===== src/rtl/latch_write_sequencer.sv =====
// Writer side of a gated-D-latch bank: turns valid/ready write requests into
// setup / enable-pulse / hold sequences on a shared data bus with one-hot enables.
module latch_write_sequencer #(
    parameter int WIDTH     = 8,
    parameter int DEPTH     = 4,
    parameter int ADDR_W    = 3,
    parameter int SETUP_CYC = 1,
    parameter int PULSE_CYC = 2,
    parameter int HOLD_CYC  = 1
) (
    input  logic              CLK,
    input  logic              RST,
    input  logic              IN_VALID,
    output logic              IN_READY,
    input  logic [ADDR_W-1:0] IN_ADDR,
    input  logic [WIDTH-1:0]  IN_DATA,
    output logic [WIDTH-1:0]  LD,
    output logic [DEPTH-1:0]  LE,
    output logic              BUSY,
    output logic              DONE,
    output logic              ERR
);

    localparam int MAX_A   = (SETUP_CYC > PULSE_CYC) ? SETUP_CYC : PULSE_CYC;
    localparam int MAX_CYC = (MAX_A > HOLD_CYC) ? MAX_A : HOLD_CYC;
    localparam int CNT_W   = (MAX_CYC > 1) ? $clog2(MAX_CYC) : 1;

    localparam logic [CNT_W-1:0]  SETUP_LAST = CNT_W'(SETUP_CYC - 1);
    localparam logic [CNT_W-1:0]  PULSE_LAST = CNT_W'(PULSE_CYC - 1);
    localparam logic [CNT_W-1:0]  HOLD_LAST  = CNT_W'(HOLD_CYC - 1);
    localparam logic [ADDR_W:0]   DEPTH_L    = (ADDR_W + 1)'(DEPTH);

    typedef enum logic [1:0] {IDLE, SETUP, PULSE, HOLD} state_t;

    state_t             state, state_n;
    logic [CNT_W-1:0]   cnt, cnt_n;
    logic [ADDR_W-1:0]  addr_q, addr_n;
    logic [WIDTH-1:0]   ld_n;
    logic [DEPTH-1:0]   le_n, sel;
    logic               busy_n, done_n, err_n, ready_n;
    logic               clr_pend;

    always_comb begin
        sel = '0;
        for (int unsigned i = 0; i < DEPTH; i++)
            sel[i] = (addr_q == ADDR_W'(i));
    end

    always_comb begin
        state_n = state;
        cnt_n   = cnt;
        addr_n  = addr_q;
        ld_n    = LD;
        le_n    = '0;
        busy_n  = 1'b1;
        done_n  = 1'b0;
        err_n   = 1'b0;
        ready_n = 1'b0;
        case (state)
            IDLE: begin
                busy_n  = 1'b0;
                ready_n = 1'b1;
                if (IN_VALID && IN_READY) begin
                    if ({1'b0, IN_ADDR} < DEPTH_L) begin
                        state_n = SETUP;
                        cnt_n   = '0;
                        addr_n  = IN_ADDR;
                        ld_n    = IN_DATA;
                        busy_n  = 1'b1;
                        ready_n = 1'b0;
                    end else begin
                        err_n = 1'b1;
                    end
                end
            end
            SETUP: begin
                if (cnt == SETUP_LAST) begin
                    state_n = PULSE;
                    cnt_n   = '0;
                    le_n    = sel;
                end else begin
                    cnt_n = cnt + 1'b1;
                end
            end
            PULSE: begin
                if (cnt == PULSE_LAST) begin
                    state_n = HOLD;
                    cnt_n   = '0;
                end else begin
                    le_n  = sel;
                    cnt_n = cnt + 1'b1;
                end
            end
            HOLD: begin
                if (cnt == HOLD_LAST) begin
                    state_n = IDLE;
                    cnt_n   = '0;
                    busy_n  = 1'b0;
                    done_n  = 1'b1;
                    ready_n = 1'b1;
                end else begin
                    cnt_n = cnt + 1'b1;
                end
            end
            default: state_n = IDLE;
        endcase
    end

    // Reset during an enable pulse keeps LD one more cycle so the latch sees hold time.
    always_ff @(posedge CLK) begin
        if (RST) begin
            state    <= IDLE;
            cnt      <= '0;
            LE       <= '0;
            BUSY     <= 1'b0;
            DONE     <= 1'b0;
            ERR      <= 1'b0;
            IN_READY <= 1'b0;
            clr_pend <= |LE;
            LD       <= (|LE) ? LD : '0;
        end else begin
            state    <= state_n;
            cnt      <= cnt_n;
            addr_q   <= addr_n;
            LE       <= le_n;
            BUSY     <= busy_n;
            DONE     <= done_n;
            ERR      <= err_n;
            IN_READY <= ready_n;
            clr_pend <= 1'b0;
            LD       <= clr_pend ? '0 : ld_n;
        end
    end

endmodule

===== config.mk =====
export PLATFORM = sky130hd
export DESIGN_NAME = latch_write_sequencer
export DESIGN_NICKNAME = d
export VERILOG_FILES = /design/src/rtl/latch_write_sequencer.sv
export SDC_FILE = /design/constraint.sdc
export NUM_CORES = 1
export LEC_CHECK = 0
export ABC_AREA = 1
export CORE_MARGIN = 4
export CORE_UTILIZATION = 40
export CTS_BUF_LIST = sky130_fd_sc_hd__clkbuf_8
export DETAILED_ROUTE_END_ITERATION = 12
export GPL_TIMING_DRIVEN = 0
export PLACE_DENSITY = 0.75
export SLEW_MARGIN = 0
export SYNTH_ARGS = -nofsm -noshare
export SYNTH_HDL_FRONTEND = slang
export SYNTH_SLANG_ARGS = --single-unit

===== constraint.sdc =====
create_clock -name CLK -period 1.41 [get_ports CLK]
set_clock_uncertainty 0.15 [all_clocks]
set_input_delay 0.2115 -clock CLK [delete_from_list [all_inputs] [get_ports CLK]]
set_output_delay 0.2115 -clock CLK [all_outputs]
set_load 0.02 [all_outputs]

Yosys cells after proc, flatten, opt, wreduce, memory -nomap -nowiden
Cells that the tools add are included.
{ "totals": {"ff_bits": 23, "elab_cells": 70} }
{ "op_classes": {"addsub": 1, "magnitude_cmp": 1, "eq_ne": 12, "muxes": 25, "bitwise": 5, "n_reduce_logical": 16} }
{ "ops": {"columns": ["op", "n"], "rows": [
  ["2-to-1 mux 8 bit", 6],
  ["inequality test 2 bit, second input constant", 6],
  ["2-to-1 mux 1 bit", 10],
  ["2-to-1 mux 2 bit", 5],
  ["nonzero test 3 bit", 3],
  ["one-hot mux 2 bit (4 select lines)", 1],
  ["AND reduction 4 bit", 2],
  ["equality test 3 x 2 -> 1 bit, second input constant", 2],
  ["OR reduction 2 bit", 3],
  ["OR reduction 3 bit", 2],
  ["NOT 1 bit", 5],
  ["AND reduction 5 bit", 1],
  ["equality test 2 bit, second input constant", 2],
  ["one-hot mux 1 bit (2 select lines)", 2],
  ["OR reduction 4 bit", 1],
  ["equality test 3 x 1 -> 1 bit, second input constant", 1],
  ["logical NOT 3 bit", 1],
  ["< comparator 3 bit, second input constant", 1],
  ["one-hot mux 1 bit (3 select lines)", 1],
  ["equality test 2 x 1 -> 1 bit, second input constant", 1],
  ["logical NOT 2 bit", 1],
  ["AND reduction 2 bit", 1],
  ["adder 1 bit, second input constant", 1],
  ["logical AND 1 bit", 1]
]} }

Logic depth before layout (Yosys ltp)
{ "depth": {"ltp_word": 6, "depth_mapped": 8, "depth_no_buf": 8} }

Worst setup path before layout
OpenSTA, ideal clock, no wires.
{ "synth_path": {"path_kind": "flip-flop to flip-flop", "from": "register state[0]", "to": "register LD[0] (enable)", "setup_ps": 324, "arrival_ps": 1040, "setup_slack_ps": -104, "stages_incl_launch_ff": 7, "path_buffers": 0, "path_cell_list": "dfxtp_1 -> inv_1 -> ha_1 -> inv_1 -> nor2_1 -> o21ai_2 -> inv_1"} }
{ "synth_between": {"elab_chain_len": 3} }
{ "synth_rtl": {"columns": ["item", "line", "rtl"], "rows": [
  ["start, declared", "35", "state_t state, state_n;"],
  ["start signal, assigned", "122", "state <= state_n;"],
  ["logical NOT 2 bit", "59", "case (state)"],
  ["nonzero test 3 bit (no line)", null, null],
  ["AND reduction 4 bit (no line)", null, null],
  ["end signal, assigned", "120", "LD <= (|LE) ? LD : '0;"],
  ["end signal, assigned", "131", "LD <= clr_pend ? '0 : ld_n;"],
  ["end, declared", "17", "output logic [WIDTH-1:0] LD,"]
]} }
Every way passes these cells.
A chain may end at the register's enable or synchronous reset.

Final worst setup path
{ "layout_path": {"from": "input port IN_VALID", "to": "register LD[6] (enable)"} }
{ "layout_between": {"elab_chain_len": 3} }
{ "layout_rtl": {"columns": ["item", "line", "rtl"], "rows": [
  ["start, declared", "13", "input logic IN_VALID,"],
  ["logical AND 1 bit", "63", "if (IN_VALID && IN_READY) begin"],
  ["nonzero test 3 bit (no line)", null, null],
  ["AND reduction 4 bit (no line)", null, null]
]} }
Every way passes these cells.

==> results.toml <==
[timing]
slew_viol_final = 0
min_period_over_period = 0.9870
min_period_ns = 1.392
setup_viol = 0
hold_viol_final = 0
worst_pin_slew_ns = 0.3188
setup_slack_ns = 0.01834
rsz0062_at_grt = "true"
fmax_mhz = 718.6
slew_headroom = 0.7874

[clock_network]
cts_tree = "done"
clock_path_buffers = 2
cts-htree-levels = 1
cts.sinks = 23
root_buffer = "clkbuf_8"
clk_latency_ns = 0.26
path_clk_slew_ns = 0.08
cts_buffers = 3

[drt]
routedWlPerCell_microns = 11.45
vias = 764
drt-total-wl_microns = 1889
dr.pass1.iters = 4
drcViolationCount = 0
drtIter0Drc = 20
vias_per_cell = 4.630
ant_nets = 0

[layout]
final_nets = 157
drive_gt1_frac = 0.1898
mostFrequentLayoutCells = "dlygate4sd2_1, inv_1, nor2_1, nand2_1, clkdlybuf4s50_1"
final_cells = 165
layout_commonest_cell = "dlygate4sd2_1"
area_growth_pct = 47.36
num_antenna_cells = 0

[global_routing]
grt_overflow_total = 0
antenna_found_initial = 0
grt_pass1_wl_microns = 3022
grt_max_degree = 14
grt_pass1_vias = 716
track_usage = 0.1137

[placement]
placed_cells = 157
place_hpwl_microns = 1343
dp_slack_ns = -0.4371
port_buffers = 29
place_congestion = 0.9102

[setup_path]
crit_path_max_fanout = 8
r2r-end = "LD[6]"
cp.required_ns = 1.22
critical_path.startpoint = "IN_VALID"
worstRegToRegCells = 6
crit_path_end_kind = "flop"
worst-r2r-setup-slack_ns = 0.05
path_class = "input port to flop"
timing.rr.start = "state[0]"
start_kind = "input port"
worstPathArrival_ns = 1.21

[pwr]
power_leakage_nw = 0.6526
ir_drop_mv = 0.9258
p_per_area_mw_per_mm2 = 1585

[synth]
ys_seq_area_frac = 0.6016
synth_top_cell_area_share = 0.3483
synth_fp_nets = 119
yosys.area.top_type = "edfxtp_1"
yosys_register_bits = 23
ys_top_cells_by_area = "edfxtp_1, dfxtp_1, inv_1"
synthDistinctLibCells = 16
synth_cells = 100
avgSynthCellArea_sq_um = 9.484
yosys_warnings = 0
synth_area_sq_um = 948.4

[floorplanning]
start_util = 0.4247
io_pins = 30
row_count = 17
fp.dieW_microns = 56.70
fp.dieArea_sq_mm = 0.003214
coreArea_sq_mm = 0.002233
die_h_microns = 56.70

[flow_run]
cap_violations = 0

[worst_hold_path]
hold_start = "RST"
min_to = "BUSY"
hold_class = "input port to flop"
hold-path-cell-count = 2

[outcome]
status = "completed"
through the flow:
stage / hold slack [ns] / power [mW] / setup TNS, ns / util / cell area [sq um]
2_1_floorplan: 0.1309 / 1.377 / 0 / - / 957.2
3_3_place_gp: 0.3026 / 1.625 / -5.720 / 0.5742 / 1282
3_5_place_dp: 0.3129 / 1.644 / -6.368 / 0.5742 / 1282
4_1_cts: 0.3003 / 2.051 / 0 / 0.5989 / 1338
5_1_grt: 0.3394 / 2.367 / -0.1918 / 0.6258 / 1398
6_report: 0.3193 / 2.215 / 0 / 0.6258 / 1398
where the power goes:
| part | leakage, nW | switching [mW] | total, mW | internal, mW |
|---|---|---|---|---|
| Clock | 0.0255 | 0.196 | 0.392 | 0.196 |
| Combinational | 0.419 | 0.499 | 0.889 | 0.390 |
| Sequential | 0.208 | 0.0892 | 0.934 | 0.845 |
| Total | 0.653 | 0.784 | 2.22 | 1.43 |
cells in the mapped netlist (all sizes together):
cell,instances
nand3,3
dfxtp,12
o21ai,4
edfxtp,11
nand2,14
nor4,4
a21oi,3
a31oi,1
or2,1
buf,1
ha,5
nor2,16
inv,21
nor3,3
nand4,1
worst max-delay path, stage by stage:
cell and delay [ns]:
clkdlybuf4s50_1 0.56, nand3_4 0.13, nor2_4 0.10, o21ai_2 0.06
inv_2 0.14
cell families after synthesis:
logic type	Yosys count	synth area share
flip-flops	23	0.6016
adder cells (fa/ha/maj)	5	0.06596
buffers and inverters	22	0.09499
AO/OA/AOI/OAI	8	0.04749
AND/OR/NAND/NOR	42	0.1900
routing by layer:
layer	GRT usage	up-vias	share of wire
li1	-	390	-
met1	0.1382	335	0.41
met2	0.1947	37	0.48
met3	0.02759	2	0.10
met4	0.03729	0	0.0032
met5	0	-	0
state kept, by name, indices dropped and copies added, names as in the netlist:
name and flops:
BUSY 1, DONE 1, ERR 1, IN_READY 1
LD 8, LE 4, addr_q 3, clr_pend 1
cnt 1, state 2
worst max path at each step:
stage          endpoint
5_1_grt        state[1]
6_report          LD[6]
4_1_cts           LD[4]
2_1_floorplan     LD[0]
3_5_place_dp      LD[7]
3_3_place_gp      LD[4]
layout make-up:
type                            count  area (sq um)
Clock inverter                      1         5.005
Multi-Input combinational cell     55         340.3
Sequential cell                    23         579.3
Clock buffer                        3         41.29
Buffer                              1         11.26
Fill cell                         190         835.8
Timing Repair Buffer               33         299.0
Inverter                           21         86.33
Tap cell                           28         35.03
what timing repair did:
action | CTS | global route
setup endpoints to repair | 27 | 13
hold buffers | 0 | 0
setup buffers | 1 | 3
pin swaps | 0 | 5
resized for setup | 24 | 14
Power figures use the tool's default switching activity.
